File: config.mk
export PLATFORM = sky130hd
export DESIGN_NAME = tap_chain_mux
export DESIGN_NICKNAME = d
export VERILOG_FILES = /design/src/rtl/tap_chain_mux.sv
export SDC_FILE = /design/constraint.sdc
export NUM_CORES = 1
export LEC_CHECK = 0
export ABC_AREA = 1
export ABC_CLOCK_PERIOD_IN_PS = 1550
export BUFFER_PORTS_ARGS = -buffer_cell sky130_fd_sc_hd__clkbuf_2
export CAP_MARGIN = 20
export CORE_MARGIN = 1
export CORE_UTILIZATION = 49
export CTS_BUF_LIST = sky130_fd_sc_hd__clkbuf_16
export CTS_CLUSTER_DIAMETER = 120
export DETAILED_ROUTE_END_ITERATION = 10
export PLACE_DENSITY_LB_ADDON = 0.3
export SLEW_MARGIN = 20
export SYNTH_ARGS = -nofsm -noshare
export SYNTH_HDL_FRONTEND = slang
export SYNTH_SLANG_ARGS = --single-unit
File: constraint.sdc
create_clock -name pad_tap_tck -period 1.55 [get_ports pad_tap_tck]
set_clock_uncertainty 0.1 [all_clocks]
set_input_delay 0.2325 -clock pad_tap_tck [delete_from_list [all_inputs] [get_ports pad_tap_tck]]
set_output_delay 0.2325 -clock pad_tap_tck [all_outputs]
set_load 0.05 [all_outputs]
File: src/rtl/tap_chain_mux.sv
// JTAG TAP selector: routes the pad TAP port to one of NUM_TAPS downstream TAPs or chains them all,
// switching only when a shadow TAP state machine shows everything is safely in Test-Logic-Reset.
module tap_chain_mux #(
  parameter int NUM_TAPS = 2,
  parameter int SEL_W    = 2,
  parameter bit CHAIN_EN = 1'b1
) (
  input  logic                pad_tap_tck,
  input  logic                tap_rst,
  input  logic [SEL_W-1:0]    pad_sel_tap,
  input  logic                pad_tap_tms,
  input  logic                pad_tap_trst_n,
  input  logic                pad_tap_tdi,
  output logic                pad_tap_tdo,
  output logic                pad_tap_tdo_en,
  output logic                mux_tap_trst_n,
  output logic [NUM_TAPS-1:0] mux_tap_tms,
  output logic [NUM_TAPS-1:0] mux_tap_tdi,
  input  logic [NUM_TAPS-1:0] mux_tap_tdo,
  output logic [SEL_W-1:0]    act_sel,
  output logic                sel_pending,
  output logic                sel_invalid,
  output logic [3:0]          tap_state
);

  typedef enum logic [3:0] {
    TLR     = 4'hF, RTI     = 4'hC, SEL_DR  = 4'h7, CAP_DR  = 4'h6,
    SH_DR   = 4'h2, EX1_DR  = 4'h1, PAUSE_DR = 4'h3, EX2_DR = 4'h0,
    UPD_DR  = 4'h5, SEL_IR  = 4'h4, CAP_IR  = 4'hE, SH_IR   = 4'hA,
    EX1_IR  = 4'h9, PAUSE_IR = 4'hB, EX2_IR = 4'h8, UPD_IR  = 4'hD
  } tap_state_e;

  localparam logic [SEL_W-1:0] CHAIN_CODE = '1;
  localparam logic [SEL_W-1:0] NUM_TAPS_C = SEL_W'(NUM_TAPS);
  localparam logic [2:0]       PARK_LOAD  = 3'd5;

  tap_state_e                 state_q, state_d;
  logic [SEL_W-1:0]           act_sel_q, act_sel_d;
  logic [NUM_TAPS-1:0][2:0]   park_q, park_d;

  logic chain_mode;
  logic req_chain;
  logic sel_legal;
  logic target_parked;
  logic switch_ok;

  assign mux_tap_trst_n = pad_tap_trst_n;
  assign act_sel        = act_sel_q;
  assign tap_state      = state_q;

  assign chain_mode  = CHAIN_EN && (act_sel_q == CHAIN_CODE);
  assign req_chain   = CHAIN_EN && (pad_sel_tap == CHAIN_CODE);
  assign sel_legal   = (pad_sel_tap < NUM_TAPS_C) || req_chain;
  assign sel_invalid = !sel_legal;
  assign sel_pending = !tap_rst && sel_legal && (pad_sel_tap != act_sel_q);
  assign pad_tap_tdo_en = !tap_rst && ((state_q == SH_DR) || (state_q == SH_IR));

  // Pad routing follows act_sel combinationally; idle TAPs see TMS=1 so they sit in TLR.
  always_comb begin
    mux_tap_tms = '1;
    mux_tap_tdi = {NUM_TAPS{pad_tap_tdi}};
    pad_tap_tdo = mux_tap_tdo[0];
    if (!tap_rst) begin
      if (chain_mode) begin
        mux_tap_tms = {NUM_TAPS{pad_tap_tms}};
        mux_tap_tdi = {mux_tap_tdo[NUM_TAPS-2:0], pad_tap_tdi};
        pad_tap_tdo = mux_tap_tdo[NUM_TAPS-1];
      end else begin
        for (int i = 0; i < NUM_TAPS; i++) begin
          if (act_sel_q == SEL_W'(i)) begin
            mux_tap_tms[i] = pad_tap_tms;
            pad_tap_tdo    = mux_tap_tdo[i];
          end
        end
      end
    end
  end

  // A TAP counts as parked after five consecutive TMS=1 clocks, which guarantees it reached TLR.
  always_comb begin
    target_parked = 1'b0;
    if (req_chain) begin
      target_parked = 1'b1;
      for (int i = 0; i < NUM_TAPS; i++) begin
        if (park_q[i] < PARK_LOAD) target_parked = 1'b0;
      end
    end else begin
      for (int i = 0; i < NUM_TAPS; i++) begin
        if (pad_sel_tap == SEL_W'(i)) target_parked = (park_q[i] >= PARK_LOAD);
      end
    end
    switch_ok = sel_legal && (pad_sel_tap != act_sel_q) && (state_q == TLR) && target_parked;
    act_sel_d = switch_ok ? pad_sel_tap : act_sel_q;
  end

  always_comb begin
    park_d = park_q;
    for (int i = 0; i < NUM_TAPS; i++) begin
      if (!pad_tap_trst_n)     park_d[i] = PARK_LOAD;
      else if (!mux_tap_tms[i]) park_d[i] = 3'd0;
      else if (park_q[i] != 3'd7) park_d[i] = park_q[i] + 3'd1;
    end
  end

  always_comb begin
    state_d = state_q;
    unique case (state_q)
      TLR:      state_d = pad_tap_tms ? TLR    : RTI;
      RTI:      state_d = pad_tap_tms ? SEL_DR : RTI;
      SEL_DR:   state_d = pad_tap_tms ? SEL_IR : CAP_DR;
      CAP_DR:   state_d = pad_tap_tms ? EX1_DR : SH_DR;
      SH_DR:    state_d = pad_tap_tms ? EX1_DR : SH_DR;
      EX1_DR:   state_d = pad_tap_tms ? UPD_DR : PAUSE_DR;
      PAUSE_DR: state_d = pad_tap_tms ? EX2_DR : PAUSE_DR;
      EX2_DR:   state_d = pad_tap_tms ? UPD_DR : SH_DR;
      UPD_DR:   state_d = pad_tap_tms ? SEL_DR : RTI;
      SEL_IR:   state_d = pad_tap_tms ? TLR    : CAP_IR;
      CAP_IR:   state_d = pad_tap_tms ? EX1_IR : SH_IR;
      SH_IR:    state_d = pad_tap_tms ? EX1_IR : SH_IR;
      EX1_IR:   state_d = pad_tap_tms ? UPD_IR : PAUSE_IR;
      PAUSE_IR: state_d = pad_tap_tms ? EX2_IR : PAUSE_IR;
      EX2_IR:   state_d = pad_tap_tms ? UPD_IR : SH_IR;
      UPD_IR:   state_d = pad_tap_tms ? SEL_DR : RTI;
      default:  state_d = TLR;
    endcase
    if (!pad_tap_trst_n) state_d = TLR;
  end

  always_ff @(posedge pad_tap_tck) begin
    if (tap_rst) begin
      state_q   <= TLR;
      act_sel_q <= '0;
      park_q    <= {NUM_TAPS{PARK_LOAD}};
    end else begin
      state_q   <= state_d;
      act_sel_q <= act_sel_d;
      park_q    <= park_d;
    end
  end

endmodule

## After elaboration in Yosys (flattened, before gate mapping)

Cells that the tools add are included.

| storage, ports and cells | value |
|---|---|
| bits of input ports | 9 |
| register bits | 12 |
| output and inout bits | 15 |
| logic and storage cells | 90 |

| operators by class | value |
|---|---|
| reductions and logical operators | 19 |
| bitwise operators | 3 |
| muxes and demuxes | 31 |
| $add $sub $neg | 2 |
| $lt $le $gt $ge | 5 |
| eq/ne operators | 24 |

Operators with widths:

| operator | number |
|---|---|
| 4-bit case mux with 12 select lines | 1 |
| 4-bit equality test (second input constant) | 8 |
| 3-bit two-way mux | 8 |
| 2-bit two-way mux | 10 |
| 4-bit by 3-bit equality test with 1-bit output (second input constant) | 4 |
| 1-bit two-way mux | 11 |
| 3-bit OR reduction | 3 |
| 4-bit by 2-bit equality test with 1-bit output (second input constant) | 2 |
| 3-bit by 1-bit adder with 3-bit output (second input constant) | 2 |
| 3-bit >= comparator (second input constant) | 2 |
| 1-bit logical AND | 6 |
| 3-bit less-than comparator (second input constant) | 2 |
| 3-bit inequality test (second input constant) | 2 |
| 2-bit OR reduction | 3 |
| 2-bit by 1-bit equality test with 1-bit output (second input constant) | 2 |
| 2-bit equality test (second input constant) | 2 |
| 4-bit by 1-bit equality test with 1-bit output (second input constant) | 1 |
| 2-bit logical NOT | 2 |
| 4-bit logical NOT | 1 |
| 4-bit two-way mux | 1 |
| 2-bit by 1-bit inequality test with 1-bit output (second input constant) | 2 |
| 1-bit inverter | 3 |
| 1-bit logical NOT | 2 |
| 1-bit logical OR | 2 |
| other kinds (2) | 2 |

## Depth between registers and ports, before layout

Gate-level depths: netlist (run 1).

| depth | value |
|---|---|
| word-level depth | 6 |
| mapped depth | 11 |
| depth with buffers taken out | 11 |

## Least setup slack after synthesis (run 1)

OpenSTA, ideal clock, no wires.

| timing | value |
|---|---|
| path kind | register to output |
| start point | register state_q[1], in the netlist tap_state[1] |
| end point | output port pad_tap_tdo_en |
| path buffers | 0 |
| stages on the path, launching flop included | 3 |
| arrival | 2.360 ns |
| path slack | -1.142 ns |
| cell sequence | dfxtp_1 -> inv_1 -> nor4_1 |

| between the ends | value |
|---|---|
| word-level cells in the longest chain between the ends | 3 |

RTL lines:

| item | RTL line | text |
|---|---|---|
| start, declared | 37 | `tap_state_e state_q, state_d;` |
| start signal, assigned | 135 | `state_q <= state_d;` |
| 4-bit by 2-bit equality test with 1-bit output or 4-bit equality test (tied branches) | 56 | `assign pad_tap_tdo_en = !tap_rst && ((state_q == SH_DR) \|\| (state_q == SH_IR));` |
| 1-bit logical OR * | 56 |  |
| 1-bit logical AND * | 56 |  |
| end, declared | 15 | `output logic pad_tap_tdo_en,` |

Mark *: on every way between the ends. The rest lies on a longest branch, timed or not.

## Final worst setup path (run 1)

| timing | value |
|---|---|
| start point | register act_sel_q[0], in the netlist act_sel[0] |
| end point | output port mux_tap_tms[0] |

| between the ends | value |
|---|---|
| word-level cells in the longest chain between the ends | 4 |

RTL lines:

| item | RTL line | text |
|---|---|---|
| start, declared | 38 | `logic [SEL_W-1:0] act_sel_q, act_sel_d;` |
| start signal, assigned | 136 | `act_sel_q <= act_sel_d;` |
| 2-bit logical NOT | 70 | `if (act_sel_q == SEL_W'(i)) begin` |
| 1-bit two-way mux | 70 |  |
| 2-bit two-way mux * | 64 | `if (chain_mode) begin` |
| 2-bit two-way mux * | 63 | `if (!tap_rst) begin` |
| end, declared | 17 | `output logic [NUM_TAPS-1:0] mux_tap_tms,` |

Marks and branches as above.

==> results of run 1 <==
==> registers in the layout (all words and copies together) (netlist names) <==
name / cells
act_sel: 2
park_q: 6
tap_state: 4
==> per-layer routing <==
layer	GRT usage, %	wire length (um)	share of wire (%)
met5	0	0	0
met4	7.50	20	1.0
met3	6.47	117	5.8
met2	35.4	986	49
met1	33.4	880	44
==> worst reg2reg max path, delay by kind of cell, from the launching register on <==
kind                     cells  cell delay [ps]
multiplexers                 1              210
adder cells (fa/ha/maj)      2              460
AO/OA/AOI/OAI                1               90
flip-flops                   1              420
==> layout make-up <==
class                      count  area share [%]
clock buffer                   3            6.79
clock inverter                 1           0.339
inverter                      17            5.77
multi-input combinational     89            48.4
sequential                    12            22.3
tap                           16            1.81
timing repair buffer          26            14.6
==> through the flow <==
stage	utilization [%]	instance area [um2]	hold slack (ps)	power [W]
finish	72.6	1110	96.2	0.00126
global route	72.6	1110	101	0.00133
CTS	71.5	1090	99.1	0.00126
detailed placement	64.0	975	347	0.000757
global placement	64.0	975	345	0.000746
floorplan	-	832	221	0.000663
==> power breakdown <==
| part | switching [W] | internal [W] | total [W] |
|---|---|---|---|
| logic | 0.000269 | 0.000130 | 0.000399 |
| registers | 0.0000424 | 0.000342 | 0.000385 |
| clock network | 0.000138 | 0.000340 | 0.000478 |
| total | 0.000450 | 0.000812 | 0.00126 |
==> how the worst min path moves through the flow <==
| stage | from | end | slack [ps] | cells after the start |
|---|---|---|---|---|
| 2_1_floorplan | pad_tap_trst_n | park_q[3] | 220 | 1 |
| 3_3_place_gp | pad_tap_trst_n | park_q[3] | 340 | 2 |
| 3_5_place_dp | pad_tap_trst_n | park_q[3] | 350 | 2 |
| 4_1_cts | pad_tap_trst_n | park_q[3] | 100 | 2 |
| 5_1_grt | pad_tap_trst_n | park_q[3] | 100 | 2 |
| 6_report | pad_tap_trst_n | park_q[3] | 100 | 2 |
==> synthesized netlist by cell type, types with 2 or more instances <==
cell type	number
a21oi_1	5
buf_4	2
dfxtp_1	12
ha_1	6
inv_1	17
nand2_1	29
nand3_1	10
nor2_1	14
o211ai_1	3
o21ai_0	11
xor2_1	2
==> logic make-up (layout without fill, tap and decap cells) <==
logic type | after synthesis | count (layout)
XOR/XNOR | 2 | 2
AO/OA/AOI/OAI | 23 | 23
flip-flops | 12 | 12
AND/OR/NAND/NOR | 57 | 57
multiplexers | 1 | 1
adder cells (fa/ha/maj) | 6 | 6
buffers and inverters | 19 | 47
==> what timing repair did <==
item	4_1_cts	5_1_grt
pin swaps	0	1
gates resized for setup	10	7
hold buffers	0	0
setup endpoints to repair	4	5
==> metrics.md, run 1 <==
| Metric | Value |
|---|---|
| Outcome | finished, violations left |
| Failing checks | setup timing |
| ANT cells | 0 |
| Multiplexer area fraction after synthesis | 1.25% |
| Max-slew violations | 0 |
| # setup viols final | 1 |
| Dominant synthesized flop cell | dfxtp_1 |
| I/O Pins | 24 |
| Post-synth top area cell | dfxtp_1 |
| Clk buf depth | 2 |
| CP startpoint kind | flip-flop |
| Synth Area in Simple Gates | 30.7% |
| Clock latency on the worst-skew pair | 240 ps |
| Distinct cell type count after synthesis | 20 |
| RSZ-0062 raised after global routing | yes |
| Drc violations | 0 |
| Post-Synthesis Cells | 120 |
| Filler Cells Inserted | 133 |
| Post-CTS Repair Setup Buffers | 0 |
| Synth async-reset ratio | 0% |
| Worst hold path type | input pin to flip-flop |
| Synth Area in Adders | 9.36% |
| Via count | 896 |
| Clock transition at the registers of the reported paths | 40 ps |
| CP arrival | 1220 ps |
| Worst setup path start | act_sel[0] |
| Commonest non-fill, non-tap cell in the layout | nand2_1 |
| Period minus WS final | 1560 ps |
| Syn_area_per_cell | 6.68 um2 |
| DIE WIDTH | 42.5 um |
| Area of the multi-input gates | 536 um2 |
| Synthesis-to-layout area growth | 37.9% |
| Initial Util | 52.6% |
| Synth Area in XOR/XNOR | 2.18% |
| Crit-path max cell delay | 350 ps |
| Register area | 246 um2 |
| Combinational family with the most area after synthesis | simple AND/OR/NAND/NOR gates |
| Vias per inst | 5.46 |
| Max Fclk | 643 MHz |
| Final Cycle Share | 100% |
| Antenna Nets Post-Route | 0 |
| Layout cell share with drive strength beyond 1 | 28.4% |
| Worst path bufs/invs | 2 |
| Mapped Area | 802 um2 |
| Commonest non-fill, non-tap cells in the layout | 28 x nand2_1, 18 x clkbuf_2, 16 x inv_1, 13 x nor2_1, 11 x o21ai_0 |
| IO Port Bufs | 23 |
| Site Rows | 14 |
| Nets | 164 |
| Worst setup endpoint | mux_tap_tms[0] |
| All-Layer GR Usage | 23.8% |
| Reg2reg end | park_q[2] |
| CTS Sinks | 12 |
| Final worst setup slack | -5.68 ps |
| GPL Wtd Cong | 0.903 |
| Hold Vio Cnt, Final | 0 |
| Sequential-to-total area share from yosys stat | 30.0% |
| Crit path required time | 1220 ps |
| Maximum Capacitance Violations | 0 |
| HPWL Detailed | 1480 um |
| Die H | 42.5 um |
| Worst R2R Setup Slack | 160 ps |
| Cell breakdown of the critical path | inv_1 -> nand2_2 -> a21oi_4 -> nand2_1 -> buf_4 |
| Worst VDD drop | 0.919 mV |
| CP max FO | 6 |
| Reg2reg start | park_q[0] |
| Total CTS buffers | 3 |
| Cells on worst reg2reg path | 4 |
| Yosys warns | 0 |
| Core area | 1520 um2 |
| CTS tree | done |
| Initial antenna violation count | 0 |
| EDFF count, synth | 0 |
| CP max stage cell | dfxtp_4 |
| Relative slew slack | 78.7% |
| Largest delay share family, worst path | flip-flops |
| Drt total wl | 2010 um |
| Worst-Margin Slew | 319 ps |
| Pleak | 0.545 nW |
| Die ar. | 1800 um2 |
| Setup tns final | -5.68 ps |
| Finished Layout Cells | 164 |
| WL/cell | 12.2 um |
| DP Worst Slack | 151 ps |
| GRT Residual Overflow | 0 |
| 1st-iter DRT viols | 23 |
| P per Cell Area | 1140 nW/um2 |
| First-pass GRT wire length | 3170 um |
| Placed Instances | 160 |
| Ranking of synthesized cells by area | dfxtp_1 30%, nand2_1 14%, ha_1 9.4% |
| Via count of the first global-routing pass | 676 |
| Clk root buf | clkbuf_16 |
| Detailed Routing Iterations Pass 1 | 4 |
| Post-synthesis register bit count | 12 |
| CP Depth | 5 |
| H-tree depth | 1 |
| Critical path type | flip-flop to output port |
| Synth top area share | 30.0% |
| Pin count of the biggest net entering global routing | 9 |
| Post-synthesis compound-gate area fraction | 16.7% |
| Syn_nets | 135 |
| CP endpoint kind | output port |
No activity file was read; power rests on OpenSTA's default activity.
==> run 2, diff against run 1 <==
==> constraint.sdc (replaced) <==
create_clock -name pad_tap_tck -period 1.55 [get_ports pad_tap_tck]
set_clock_uncertainty 0.1 [all_clocks]
set_input_delay 0.2325 -clock pad_tap_tck [delete_from_list [all_inputs] [get_ports pad_tap_tck]]
set_output_delay 0.2325 -clock pad_tap_tck [all_outputs]
set_load 0.02 [all_outputs]
==> run 2 against run 1 <==
  * The flow now finishes without violations
  * Via count fell by 2.9%
  * Count of clock-buffer cells in the layout unchanged
  * Final area shrank 4.5%
  * Sequential power is essentially flat
  * Setup slack gained 58 ps
  * Non-clock buffer count decreased by 1
  * Core utilization shrank 3.3 points
  * Critical path type unchanged
==> metrics.md, run 2 (synthesized netlist as in run 1, its figures left out) <==
| Metric | Value |
|---|---|
| GPL Wtd Cong | 0.773 (-14%) |
| DIE WIDTH | 42.5 um (unchanged) |
| Commonest non-fill, non-tap cells in the layout | 27 x nand2_1, 21 x clkbuf_2, 16 x inv_1, 12 x nor2_1, 11 x o21ai_0 |
| Max Fclk | 668 MHz (+3.9%) |
| Antenna Nets Post-Route | 0 (unchanged) |
| P per Cell Area | 1110 nW/um2 (-3.0%) |
| Via count of the first global-routing pass | 815 (+21%) |
| ANT cells | 0 (unchanged) |
| Crit path required time | 1220 ps (about the same) |
| Largest register FFs | 6 (unchanged) |
| Total CTS buffers | 3 (unchanged) |
| Final worst setup slack | 52.7 ps (+58.4 ps) |
| Max-slew violations | 0 (unchanged) |
| First-pass GRT wire length | 3310 um (+4.4%) |
| Core area | 1520 um2 (unchanged) |
| HPWL Detailed | 1490 um (+0.65%) |
| Commonest non-fill, non-tap cell in the layout | nand2_1 |
| CP startpoint kind | flip-flop |
| Worst setup path start | act_sel[0] |
| Hold_sp | pad_tap_trst_n |
| # setup viols final | 0 (-1) |
| 1st-iter DRT viols | 35 (+52%) |
| Util after Layout | 69.3% (-3.3 points) |
| Nets | 163 (-0.61%) |
| Final Cycle Share | 96.6% (-3.8 points) |
| Outcome | finished clean |
| Hold Vio Cnt, Final | 0 (unchanged) |
| WL/cell | 12.1 um (-0.79%) |
| Period minus WS final | 1500 ps (-58.4 ps) |
| IO Port Bufs | 23 (unchanged) |
| Site Rows | 14 (unchanged) |
| Via count | 870 (-2.9%) |
| Finished Cell Area | 1060 um2 (-4.5%) |
| Die ar. | 1800 um2 (unchanged) |
| Initial Util | 52.6% (unchanged) |
| Pleak | 0.531 nW (-2.5%) |
| WHS | 97.9 ps (+1.71 ps) |
| RSZ-0062 raised after global routing | yes |
| Relative slew slack | 82.3% (+3.5 points) |
| CP endpoint kind | output port |
| Clock latency on the worst-skew pair | 240 ps (about the same) |
| Clock transition at the registers of the reported paths | 40 ps (about the same) |
| All-Layer GR Usage | 24.2% (+0.40 points) |
| CP max FO | 6 (unchanged) |
| Detailed Routing Iterations Pass 1 | 4 (unchanged) |
| Clk buf depth | 2 (unchanged) |
| Vias per inst | 5.37 (-1.7%) |
| DP Worst Slack | 101 ps (-49.9 ps) |
| Placement Cell Area | 936 um2 (-4.0%) |
| I/O Pins | 24 (unchanged) |
| Layout cell share with drive strength beyond 1 | 28.1% (-0.30 points) |
| Die H | 42.5 um (unchanged) |
| H-tree depth | 1 (unchanged) |
| Synthesis-to-layout area growth | 31.7% |
| Drt total wl | 1970 um (-2.0%) |
| Maximum Capacitance Violations | 0 (unchanged) |
| Worst hold path type | input pin to flip-flop |
| Clk root buf | clkbuf_16 |
| Initial antenna violation count | 0 (unchanged) |
| GRT Residual Overflow | 0 (unchanged) |
| Worst VDD drop | 0.753 mV (-18%) |
| CTS tree | done |
| CTS Sinks | 12 (unchanged) |
| Worst-Margin Slew | 263 ps (-56.0 ps) |
| Largest reg by FF count | park_q |
| Pin count of the biggest net entering global routing | 9 (unchanged) |
| Reg2reg start | park_q[0] |
| CP arrival | 1160 ps (-60 ps) |
| Drc violations | 0 (unchanged) |
| Critical path type | flip-flop to output port |
[run 2: path summary, 6_finish.rpt]
path | endpoint | slack, ps | cells past startpoint
setup / recovery | mux_tap_tms[0] | 50 | 5
hold reg to reg | act_sel[1] | 410 | 2
hold / removal | park_q[3] | 100 | 2
setup reg to reg | act_sel[1] | 170 | 10
[run 2: through the flow]
| stage | cells | total power [W] | setup TNS, ps |
|---|---|---|---|
| 6_report | 162 | 0.00117 | 0 |
| 5_1_grt | 162 | 0.00124 | -20.1 |
| 4_1_cts | 161 | 0.00115 | 0 |
| 3_5_place_dp | 158 | 0.000669 | 0 |
| 3_3_place_gp | 158 | 0.000656 | 0 |
| 2_1_floorplan | 120 | 0.000583 | 0 |
[run 2: layout make-up]
class                      count  area, um2
inverter                      17       63.8
fill                         130        468
clock buffer                   3       75.1
multi-input combinational     89        519
tap                           16       20.0
timing repair buffer          25        133
sequential                    12        245
[run 2: routing by layer]
layer  vias to the layer above  track usage, %  routed length (um)
met4                         0            9.38                  10
met2                        32            40.3                 962
li1                        446               -                   -
met1                       390            28.0                 851
met3                         2            9.05                 141
met5                         -               0                   0
[run 2: worst max-delay path: stages, from the launching register on]
cell      delay, ps
dfxtp_4         360
inv_1            90
nand2_2         100
a21oi_4         160
nand2_1          70
clkbuf_2        150
[run 2: what timing repair did]
action                                  in CTS  in global routing
pin swaps                                    0                  1
setup buffers                                0                  1
endpoints found under the setup margin       4                  5
gates resized for setup                      5                 10
hold buffers                                 0                  0
[run 2: power breakdown]
part	internal [W]	total, W	leakage, nW	switching [W]
clock network	0.000336	0.000469	0.0370	0.000133
logic	0.000120	0.000316	0.394	0.000196
registers	0.000342	0.000384	0.0999	0.0000416
total	0.000798	0.00117	0.531	0.000371
